[src/rtl/astro_game_engine.sv]
`default_nettype none
// +--------------------------------------------------------------------------+
// | Module      : astro_game_engine                                          |
// | Description : Tick-driven shooting-gallery game core. A ship at the      |
// |               bottom fires one bullet at a time upward at NUM_TARGETS    |
// |               targets that bounce horizontally in fixed lanes            |
// |               (lane i at Y = 100 + 50*i). Tracks score, ammo and level.  |
// | Option      : define LEVEL_SPEEDUP_EN to scale the target step with the  |
// |               level (TGT_STEP << min(level,2)); otherwise it stays       |
// |               constant at TGT_STEP.                                      |
// | Ports       : clk, reset (async, active high), tick (update enable),     |
// |               start/btn_left/btn_right/btn_fire (level inputs);          |
// |               ship_x, bullet_active/x/y, tgt_x (packed, 10 bits per      |
// |               target), tgt_hit, score, ammo, level, state.               |
// | Revision    : 1.0 - initial release                                      |
// +--------------------------------------------------------------------------+
module astro_game_engine #(
  parameter int NUM_TARGETS = 4,
  parameter int AMMO_INIT   = 8,
  parameter int TGT_STEP    = 2
) (
  input  logic                      clk,
  input  logic                      reset,
  input  logic                      tick,
  input  logic                      start,
  input  logic                      btn_left,
  input  logic                      btn_right,
  input  logic                      btn_fire,
  output logic [9:0]                ship_x,
  output logic                      bullet_active,
  output logic [9:0]                bullet_x,
  output logic [9:0]                bullet_y,
  output logic [10*NUM_TARGETS-1:0] tgt_x,
  output logic [NUM_TARGETS-1:0]    tgt_hit,
  output logic [7:0]                score,
  output logic [3:0]                ammo,
  output logic [3:0]                level,
  output logic [1:0]                state
);

  typedef enum logic [1:0] {
    S_IDLE    = 2'b00,
    S_PLAY    = 2'b01,
    S_LVL_CLR = 2'b10,
    S_OVER    = 2'b11
  } state_t;

  // Start positions: (20 + 150*i) mod 600.
  function automatic logic [10*NUM_TARGETS-1:0] reload_x_f();
    logic [10*NUM_TARGETS-1:0] r;
    r = '0;
    for (int i = 0; i < NUM_TARGETS; i++) r[10*i +: 10] = 10'((20 + 150*i) % 600);
    return r;
  endfunction

  // Direction bit: 1 = moving left. Odd targets start moving left.
  function automatic logic [NUM_TARGETS-1:0] reload_dir_f();
    logic [NUM_TARGETS-1:0] r;
    r = '0;
    for (int i = 0; i < NUM_TARGETS; i++) r[i] = 1'(i % 2);
    return r;
  endfunction

  localparam logic [10*NUM_TARGETS-1:0] RELOAD_X   = reload_x_f();
  localparam logic [NUM_TARGETS-1:0]    RELOAD_DIR = reload_dir_f();
  localparam logic [9:0]                SHIP_HOME  = 10'd400;
  localparam logic [3:0]                AMMO_FULL  = 4'(AMMO_INIT);

  state_t                    state_q, state_d;
  logic [9:0]                ship_x_q, ship_x_d;
  logic                      bullet_active_q, bullet_active_d;
  logic [9:0]                bullet_x_q, bullet_x_d;
  logic [9:0]                bullet_y_q, bullet_y_d;
  logic [10*NUM_TARGETS-1:0] tgt_x_q, tgt_x_d;
  logic [NUM_TARGETS-1:0]    tgt_dir_q, tgt_dir_d;
  logic [NUM_TARGETS-1:0]    tgt_hit_q, tgt_hit_d;
  logic [7:0]                score_q, score_d;
  logic [3:0]                ammo_q, ammo_d;
  logic [3:0]                level_q, level_d;

  logic                      all_hit;
  logic                      fire_ok;
  logic                      hit_found;
  logic [9:0]                step_w;
  logic [NUM_TARGETS-1:0]    in_window;

  assign all_hit = &tgt_hit_q;
  assign fire_ok = btn_fire && !btn_left && !btn_right && !bullet_active_q && (ammo_q != 4'd0);

  always_comb begin
`ifdef LEVEL_SPEEDUP_EN
    if (level_q == 4'd0)      step_w = 10'(TGT_STEP);
    else if (level_q == 4'd1) step_w = 10'(TGT_STEP * 2);
    else                      step_w = 10'(TGT_STEP * 4);
`else
    step_w = 10'(TGT_STEP);
`endif
  end

  // Overlap test on the pre-update positions, widened to 11 bits so the +10
  // margins cannot wrap.
  always_comb begin
    in_window = '0;
    for (int i = 0; i < NUM_TARGETS; i++) begin
      in_window[i] = (({1'b0, bullet_x_q} + 11'd10) >= {1'b0, tgt_x_q[10*i +: 10]}) &&
                     ({1'b0, bullet_x_q} <= ({1'b0, tgt_x_q[10*i +: 10]} + 11'd10)) &&
                     (({1'b0, bullet_y_q} + 11'd10) >= 11'(100 + 50*i)) &&
                     ({1'b0, bullet_y_q} <= 11'(110 + 50*i));
    end
  end

  always_comb begin
    state_d         = state_q;
    ship_x_d        = ship_x_q;
    bullet_active_d = bullet_active_q;
    bullet_x_d      = bullet_x_q;
    bullet_y_d      = bullet_y_q;
    tgt_x_d         = tgt_x_q;
    tgt_dir_d       = tgt_dir_q;
    tgt_hit_d       = tgt_hit_q;
    score_d         = score_q;
    ammo_d          = ammo_q;
    level_d         = level_q;
    hit_found       = 1'b0;

    if (tick) begin
      // Default bullet flight; a hit in PLAY overrides this below.
      if (bullet_active_q) begin
        if (bullet_y_q <= 10'd10) bullet_active_d = 1'b0;
        else                      bullet_y_d      = bullet_y_q - 10'd10;
      end

      case (state_q)
        S_IDLE: begin
          if (start) begin
            state_d   = S_PLAY;
            tgt_x_d   = RELOAD_X;
            tgt_dir_d = RELOAD_DIR;
            tgt_hit_d = '0;
            score_d   = 8'd0;
            level_d   = 4'd0;
            ammo_d    = AMMO_FULL;
            ship_x_d  = SHIP_HOME;
          end
        end

        S_PLAY: begin
          // Transitions look at the registered state, so a clear or the last
          // miss is acted on one tick later.
          if (all_hit)                                    state_d = S_LVL_CLR;
          else if ((ammo_q == 4'd0) && !bullet_active_q)  state_d = S_OVER;

          if (btn_right && !btn_left && (ship_x_q < 10'd610))
            ship_x_d = ship_x_q + 10'd5;
          else if (btn_left && !btn_right && (ship_x_q > 10'd30))
            ship_x_d = ship_x_q - 10'd5;

          // Lowest-index unhit target in the window takes the hit.
          for (int i = 0; i < NUM_TARGETS; i++) begin
            if (!hit_found && bullet_active_q && !tgt_hit_q[i] && in_window[i]) begin
              hit_found    = 1'b1;
              tgt_hit_d[i] = 1'b1;
            end
          end

          if (hit_found) begin
            bullet_active_d = 1'b0;
            bullet_y_d      = bullet_y_q;
            if (score_q != 8'hFF) score_d = score_q + 8'd1;
          end else if (fire_ok) begin
            bullet_active_d = 1'b1;
            bullet_x_d      = ship_x_q;
            bullet_y_d      = 10'd430;
            ammo_d          = ammo_q - 4'd1;
          end

          // A target hit on this tick freezes at its pre-update position.
          for (int i = 0; i < NUM_TARGETS; i++) begin
            if (!tgt_hit_d[i]) begin
              if (tgt_x_q[10*i +: 10] >= 10'd612)     tgt_dir_d[i] = 1'b1;
              else if (tgt_x_q[10*i +: 10] <= 10'd10) tgt_dir_d[i] = 1'b0;
              if (tgt_dir_d[i]) tgt_x_d[10*i +: 10] = tgt_x_q[10*i +: 10] - step_w;
              else              tgt_x_d[10*i +: 10] = tgt_x_q[10*i +: 10] + step_w;
            end
          end
        end

        S_LVL_CLR: begin
          state_d   = S_PLAY;
          tgt_x_d   = RELOAD_X;
          tgt_dir_d = RELOAD_DIR;
          tgt_hit_d = '0;
          ammo_d    = AMMO_FULL;
          if (level_q != 4'hF) level_d = level_q + 4'd1;
        end

        S_OVER: begin
          if (!start) state_d = S_IDLE;
        end

        default: state_d = S_IDLE;
      endcase
    end
  end

  always_ff @(posedge clk or posedge reset) begin
    if (reset) begin
      state_q         <= S_IDLE;
      ship_x_q        <= SHIP_HOME;
      bullet_active_q <= 1'b0;
      bullet_x_q      <= 10'd0;
      bullet_y_q      <= 10'd0;
      tgt_x_q         <= RELOAD_X;
      tgt_dir_q       <= RELOAD_DIR;
      tgt_hit_q       <= '0;
      score_q         <= 8'd0;
      ammo_q          <= AMMO_FULL;
      level_q         <= 4'd0;
    end else begin
      state_q         <= state_d;
      ship_x_q        <= ship_x_d;
      bullet_active_q <= bullet_active_d;
      bullet_x_q      <= bullet_x_d;
      bullet_y_q      <= bullet_y_d;
      tgt_x_q         <= tgt_x_d;
      tgt_dir_q       <= tgt_dir_d;
      tgt_hit_q       <= tgt_hit_d;
      score_q         <= score_d;
      ammo_q          <= ammo_d;
      level_q         <= level_d;
    end
  end

  assign ship_x        = ship_x_q;
  assign bullet_active = bullet_active_q;
  assign bullet_x      = bullet_x_q;
  assign bullet_y      = bullet_y_q;
  assign tgt_x         = tgt_x_q;
  assign tgt_hit       = tgt_hit_q;
  assign score         = score_q;
  assign ammo          = ammo_q;
  assign level         = level_q;
  assign state         = state_q;

endmodule
`default_nettype wire

[config.mk]
export PLATFORM = sky130hd
export DESIGN_NAME = astro_game_engine
export DESIGN_NICKNAME = d
export VERILOG_FILES = /design/src/rtl/astro_game_engine.sv
export SDC_FILE = /design/constraint.sdc
export NUM_CORES = 1
export LEC_CHECK = 0
export CAP_MARGIN = 10
export CORE_UTILIZATION = 34
export CTS_BUF_LIST = sky130_fd_sc_hd__clkbuf_4 sky130_fd_sc_hd__clkbuf_8 sky130_fd_sc_hd__clkbuf_16
export CTS_CLUSTER_SIZE = 10
export DETAILED_ROUTE_END_ITERATION = 12
export PLACE_DENSITY = 0.52
export SLEW_MARGIN = 20
export SYNTH_ARGS = -nofsm -noshare
export SYNTH_HDL_FRONTEND = slang
export SYNTH_SLANG_ARGS = --single-unit
[constraint.sdc]
create_clock -name clk -period 7.6 [get_ports clk]
set_input_delay 1.52 -clock clk [delete_from_list [all_inputs] [get_ports clk]]
set_output_delay 1.52 -clock clk [all_outputs]
set_load 0.02 [all_outputs]
==> key figures, run 1 <==
Clock tree
  • Clk root buf: clkbuf_16
  • # hold bufs at CTS: 0
  • Number of gates resized after cts: 0
  • Clock sinks: 92
  • CTS tree: built
  • Clk Latency, worst-skew pair: around 0.36 ns
  • # H-tree levels: 3
  • Clock tree buffer depth: 2
  • Clock-pin slew on the worst setup and hold paths: approximately 0.07 ns
  • TritonCTS buffer count: 9
  • Post-CTS Setup Bufs: 0

Timing
  • Crit share post-route: 0.5904
  • Final Hold Vio Count: 0
  • Max-slew violation count: 0
  • Worst slew margin: 0.4883
  • Fmax: between 200 and 250 MHz
  • Final setup fails: 0
  • Clk_skew: around 0.019 ns
  • RSZ-0062 raised after global routing: false
  • Worst setup margin: 3.113 ns
  • Post-layout minimum cycle time: 4.487 ns
  • Worst Tran Pin Value: 0.7675 ns
  • Post-route setup TNS: 0 ns

GRT
  • Initial antenna violation count: 0
  • Gr usage total: 0.1930
  • Vias in the first global route: roughly 7300
  • Pin count of the biggest net entering global routing: 59
  • First-pass GRT wire length: roughly 40 mm
  • Grt ovf: 0

Layout
  • Final Net Count: between 1000 and 1500
  • FILL cells: around 2500
  • Layout area overhead: 18.06%
  • Storage cell area: 2327 um^2
  • Most frequent cells in the layout: 126 x ha_1, 94 x clkdlybuf4s50_1, 91 x nand2_1, 73 x inv_1, 72 x dfrtp_1
  • Layout cells sized above 1: 0.06508
  • Ant diodes: 0
  • Commonest non-fill, non-tap cell in the layout: ha_1
  • Multi-input gate area: 5972 um^2
  • Fin cells: approximately 1400

Run status
  • Status: complete, no violations

Floorplanning
  • I/O pin cnt: 100
  • Row cnt: 58
  • Core area: ~25000 um^2
  • Initial core utilization: 0.3459
  • Die height: roughly 160 um
  • Full die area: 26260 um^2
  • Die width: between 150 and 200 um

Worst setup path
  • Top Family by Delay on Critical Path: compound AO/OA/AOI/OAI gates
  • Critical path's largest stage delay: between 0.4 and 0.5 ns
  • Critical Path AT: roughly 4.7 ns
  • Worst Path Required: ~7.8 ns
  • Critical path class: in -> reg
  • Slowest-stage cell, CP: clkdlybuf4s50_1
  • Top fanout value on the critical path: 8
  • Crit path cell chain: clkdlybuf4s50_1 -> nand2b_1 -> a21oi_1 -> inv_1 -> ha_1 -> a21o_1 -> a21o_1 -> a21o_1 -> a21oi_1 -> o21ai_0 -> a31o_2 -> xor2_1 -> a22oi_1 -> o21ai_0
  • Most used cell along the critical path: a21o_1
  • Worst Setup End Kind: flop
  • CP bufs+invs: 2
  • Crit path launch type: input pin
  • Setup slack, reg-to-reg: between 3 and 4 ns

Synth
  • Mean Syn Cell Area: between 8 and 9 um^2
  • Synth top area share: 0.2069
  • Sequential area share after synthesis: 0.2672
  • Number of synthesized register bits: 92
  • Post-synth ARST share: 1.000
  • EDFF count, synth: 0
  • Yosys warns: 0
  • Cells after Synth: 1005
  • Mapped Area: between 8000 and 9000 um^2
  • Main synth FF type: dfrtp_1
  • Unique masters post-synth: 76
  • Synth top area cells: dfrtp_1 21%, ha_1 18%, dfstp_2 6.0%
  • Yosys top cell by area: dfrtp_1

Min path
  • Worst hold path type: reg -> reg

Routing
  • Average vias per placed instance: 5.376
  • Drt drc: 0
  • Routed len/inst: 17.33 um
  • DRT iter0 DRCs: about 380
  • Drt total wl: approximately 25 mm
  • Antenna Nets Post-Route: 0
  • Drt pass-1 iters: 5
  • Total number of vias: between 7000 and 8000

Pwr
  • Lkg Pwr: roughly 4.5 nW
  • VDD IR max: approximately 0.00024 V
  • Power density cells: around 470 nW/um^2

Run
  • Max-cap violation count: 0

Place
  • Placed Cells: ~1400
  • Detailed placement HPWL: 18.61 mm
  • PortBufs: 94
  • GP Congestion: approximately 0.85
  • Post-Place Worst Slack: between 2 and 3 ns
cell usage after synthesis (5+ instances only):
library cell  count
a211o_1           7
a211oi_1          9
a21o_1           28
a21oi_1          66
a22o_1            8
a31o_2            5
a31oi_1           9
buf_4             5
clkbuf_1         25
dfrtp_1          72
dfstp_2          20
fa_1              5
ha_1            126
inv_1            74
mux2i_1           9
nand2_1          91
nand2b_1         12
nand3_1          28
nand4_1          18
nor2_1           53
nor2b_1          10
nor3_1           25
o2111ai_1         7
o211ai_1         10
o21a_1           12
o21ai_0          63
o21bai_1         10
o31ai_1          21
o41ai_1           5
or4_1             8
xnor2_1          57
xor2_1           20
path summary, 6_finish.rpt:
path | cells after the start | from | end
worst max-delay path | 14 | btn_left | ship_x[9]
worst min-delay path | 2 | tgt_dir_q[3] | tgt_dir_q[3]
worst max register to register | 18 | tgt_x[12] | tgt_x[19]
worst min register to register | 2 | tgt_dir_q[3] | tgt_dir_q[3]
max in group asynchronous | 3 | reset | tgt_x[12]
min in group asynchronous | 2 | reset | ship_x[6]
tightest hold or removal path: cells and delay by family, from the launching register on:
family / cells / cell delay, ns
and+or+nand+nor: 1 / 0.10
DFF: 1 / 0.37
AOI/OAI and AO/OA: 1 / 0.05
through the flow:
stage / hold slack (ns) / power (mW) / util / instance area [um^2]
floorplan: 0.4816 / 3.368 / - / 8725
global placement: 0.4931 / 4.357 / 0.3962 / 9976
detailed placement: 0.5072 / 4.385 / 0.3962 / 9976
CTS: 0.5173 / 4.894 / 0.4082 / 10280
global route: 0.5396 / 5.343 / 0.4083 / 10280
finish: 0.5125 / 4.855 / 0.4083 / 10280
report_power, final:
group,internal (mW),switching [mW]
Combinational,1.45,1.77
Sequential,0.710,0.449
Clock,0.263,0.221
Total,2.42,2.44
layout make-up:
class	instances	area share
Clock buffer	10	0.02263
Clock inverter	6	0.006936
Inverter	74	0.02726
Multi-Input combinational cell	809	0.5808
Sequential cell	92	0.2263
Tap cell	330	0.04016
Timing Repair Buffer	100	0.09589
per-layer routing:
layer,vias up,global-route usage,wire length (um)
met5,-,0,0
met4,0,0.04674,312
met3,18,0.02120,1058
met2,145,0.3022,10830
met1,3635,0.2815,12430
li1,3842,-,-
flip-flops by register name (all words and copies together), names as in the netlist:
name           count
ship_x            10
bullet_x          10
level              4
ammo               4
score              8
tgt_x             36
tgt_hit            4
bullet_y           9
bullet_active      1
tgt_dir_q          4
state              2
logic make-up after synthesis:
| logic type | count (synthesis) | synth area share |
|---|---|---|
| buffers and inverters | 108 | 0.04999 |
| AO/OA/AOI/OAI | 302 | 0.2340 |
| AND/OR/NAND/NOR | 281 | 0.1629 |
| adder cells (fa/ha/maj) | 131 | 0.1925 |
| XOR/XNOR | 77 | 0.07743 |
| multiplexers | 13 | 0.01552 |
| other | 1 | 0.0004306 |
| flip-flops | 92 | 0.2672 |
Note: power is estimated with default switching activity, not from simulation.
==> inputs of run 2 (changes only) <==
Settings changed: PLACE_DENSITY 0.52 to 0.54.
Clock period 7.6 ns to 3.7 ns, I/O delays scaled along.
==> run 2 against run 1 <==
Worst setup slack worse by 3.0 ns. Critical endpoint is now tgt_x[19]. Total power is 120% higher. Sequential power rose by 78%. First-iteration DRC count is 12% higher. Global-route usage grew 0.49 points. Non-clock buffer count up 84. Cell count increased by 5.9%. Clock-buffer cell count is 1 higher. Clock skew down 0.0085 ns. Worst hold slack improved by 0.0037 ns. Critical path depth up 3.
==> key figures, run 2 (synthesis gave the netlist of run 1 again) <==
Run status
  • Status: complete, no violations

Worst setup path
  • Reg2reg end: tgt_x[19]
  • Worst Setup End Kind: flop
  • Setup slack, reg-to-reg: 0.14 ns (-3.08 ns)
  • Top fanout value on the critical path: 2 (-6)
  • Critical path's largest stage delay: 0.54 ns (+0.11 ns)
  • Crit path cell chain: ha_1 -> a211oi_1 -> or4_1 -> a21oi_2 -> o21ai_2 -> a21oi_2 -> inv_2 -> ha_1 -> nor2b_1 -> o21ai_1 -> a21boi_1 -> o21ai_1 -> nand2b_1 -> a31o_2 -> xor2_1 -> or4_1 -> o311ai_1
  • R2R depth: 17 (-1)
  • Slowest-stage cell, CP: dfstp_2
  • Critical Path AT: 3.82 ns (-0.89 ns)
  • Critical path class: reg -> reg
  • RR Startpoint: tgt_x[11]
  • Worst Path Required: 3.97 ns (-3.85 ns)
  • Crit path launch type: flop

Timing
  • Max-slew violation count: 0 (unchanged)
  • Final Hold Vio Count: 0 (unchanged)
  • Worst hold-check slack: 0.5161 ns (+0.003667 ns)
  • Post-layout minimum cycle time: ~3.6 ns
  • Clk_skew: 0.01040 ns (-0.008459 ns)
  • Worst slew margin: 0.5830 (+0.09461)
  • RSZ-0062 raised after global routing: true
  • Fmax: 281.1 MHz
  • Worst setup margin: 0.1425 ns (-2.970 ns)
  • Final setup fails: 0 (unchanged)
  • Worst Tran Pin Value: 0.6249 ns (-0.1426 ns)
  • Crit share post-route: 0.9615

Clock tree
  • Clk root buf: clkbuf_16
  • TritonCTS buffer count: 9 (unchanged)
  • CTS tree: built
  • Clock-pin slew on the worst setup and hold paths: 0.07 ns (about the same)
  • Clk Latency, worst-skew pair: 0.36 ns (about the same)
  • Clock sinks: 92 (unchanged)
  • Clock tree buffer depth: 2 (unchanged)
  • # H-tree levels: 3 (unchanged)
  • # hold bufs at CTS: 0 (unchanged)

Layout
  • Layout area overhead: 27.41%
  • Final Net Count: 1308 (+6.9%)
  • Storage cell area: 2327 um^2 (unchanged)
  • Commonest non-fill, non-tap cell in the layout: ha_1
  • Final Instance Area: 11100 um^2 (+7.9%)
  • Most frequent cells in the layout: 126 x ha_1, 94 x clkdlybuf4s50_1, 91 x nand2_1, 85 x buf_4, 72 x dfrtp_1
  • Ant diodes: 0 (unchanged)
  • Multi-input gate area: 6090 um^2 (+2.0%)
  • Layout cells sized above 1: 0.1515 (+0.08641)
  • FILL cells: 2492 (-2.0%)
  • Fin cells: 1505 (+5.9%)
  • Max FFs per register: 36 (unchanged)

GRT
  • Gr usage total: 0.1979 (+0.004882)
  • Pin count of the biggest net entering global routing: 46 (-22%)
  • Initial antenna violation count: 0 (unchanged)
  • Vias in the first global route: 7606 (+4.8%)
  • First-pass GRT wire length: 41.14 mm (+3.2%)
  • Grt ovf: 0 (unchanged)

Place
  • GP Congestion: 0.8223 (-3.6%)
  • Post-Place Worst Slack: -0.3022 ns (-3.040 ns)
  • PortBufs: 94 (unchanged)
  • Placed Cells: 1482 (+5.5%)
  • Placed standard-cell area: 10600 um^2 (+6.2%)
  • Detailed placement HPWL: 19.82 mm (+6.5%)

Floorplanning
  • Initial core utilization: 0.3459 (unchanged)
  • I/O pin cnt: 100 (unchanged)
  • Die width: 162.1 um (unchanged)
  • Core area: 25180 um^2 (unchanged)
  • Full die area: 26260 um^2 (unchanged)
  • Row cnt: 58 (unchanged)
  • Die height: 162.1 um (unchanged)

Min path
  • Worst hold path type: reg -> reg
  • WHS Path Cells: 2 (unchanged)
  • Hold path start: tgt_dir_q[3]
  • Hold endpoint: tgt_dir_q[3]

Pwr
  • Power density cells: 973.4 nW/um^2 (+110%)
  • Lkg Pwr: 4.959 nW (+10%)
  • VDD IR max: 0.0003931 V (+63%)
  • Final Power: 10.80 mW (+120%)

Routing
  • Drt pass-1 iters: 5 (unchanged)
  • DRT iter0 DRCs: 420 (+12%)
  • Antenna Nets Post-Route: 0 (unchanged)
  • Total number of vias: 7943 (+4.0%)
  • Drt drc: 0 (unchanged)
  • Average vias per placed instance: 5.278 (-1.8%)
  • Routed len/inst: 16.83 um (-2.9%)
  • Drt total wl: 25.33 mm (+2.8%)

Run
  • Max-cap violation count: 0 (unchanged)
## run 2: critical path: cells and delay by family, from the launching register on
family | cells | cell delay [ns]
buffers and inverters | 1 | 0.05
DFF | 1 | 0.54
and+or+nand+nor | 4 | 1.04
AOI/OAI and AO/OA | 9 | 1.24
xor gates and xnor gates | 1 | 0.15
adders and majority gates | 2 | 0.42
## run 2: layout make-up
class                           count  area share
Clock buffer                       11     0.02165
Timing Repair Buffer              184      0.1497
Multi-Input combinational cell    809      0.5488
Sequential cell                    92      0.2097
Clock inverter                      5    0.007667
Inverter                           74     0.02526
Tap cell                          330     0.03721
## run 2: repair_timing
| action | CTS | global route |
|---|---|---|
| gates resized for setup | 4 | 31 |
| pin swaps | 1 | 9 |
| setup buffers | 1 | 6 |
| endpoints found under the setup margin | 20 | 30 |
## run 2: power breakdown
group	switching [mW]	internal, mW
Combinational	4.19	3.50
Sequential	0.592	1.46
Clock	0.440	0.613
## run 2: stage by stage
| stage | TNS (ns) | util |
|---|---|---|
| after floorplan | -0.02524 | - |
| after global placement | -0.4408 | 0.4209 |
| after detailed placement | -2.819 | 0.4209 |
| after CTS | 0 | 0.4346 |
| after global routing | -0.1357 | 0.4407 |
| final | 0 | 0.4407 |
## run 2: routing by layer
metal | wire length [um] | vias to the layer above | track usage | part of all wire
li1 | - | 4004 | - | -
met1 | 12510 | 3792 | 0.2790 | 0.49
met2 | 11740 | 131 | 0.3217 | 0.46
met3 | 804 | 16 | 0.02809 | 0.032
met4 | 272 | 0 | 0.03731 | 0.011
met5 | 0 | - | 0 | 0
## run 2: worst max path at each step
stage                 to      start  cells past startpoint  slack, ns
3_3_place_gp   tgt_x[21]  tgt_x[21]                     14       -0.1
2_1_floorplan  tgt_x[19]  tgt_x[11]                     17      -0.03
6_report       tgt_x[19]  tgt_x[11]                     17       0.14
4_1_cts        tgt_x[19]  tgt_x[11]                     17      0.002
5_1_grt        tgt_x[19]  tgt_x[11]                     17      -0.09
3_5_place_dp   tgt_x[21]  tgt_x[21]                     14      -0.30
==> inputs of run 3 (changes only) <==
Settings changed: CTS_CLUSTER_SIZE 10 to unset.
==> results of run 3 <==
Final layout, timing and power as in run 2 (identical DEF).
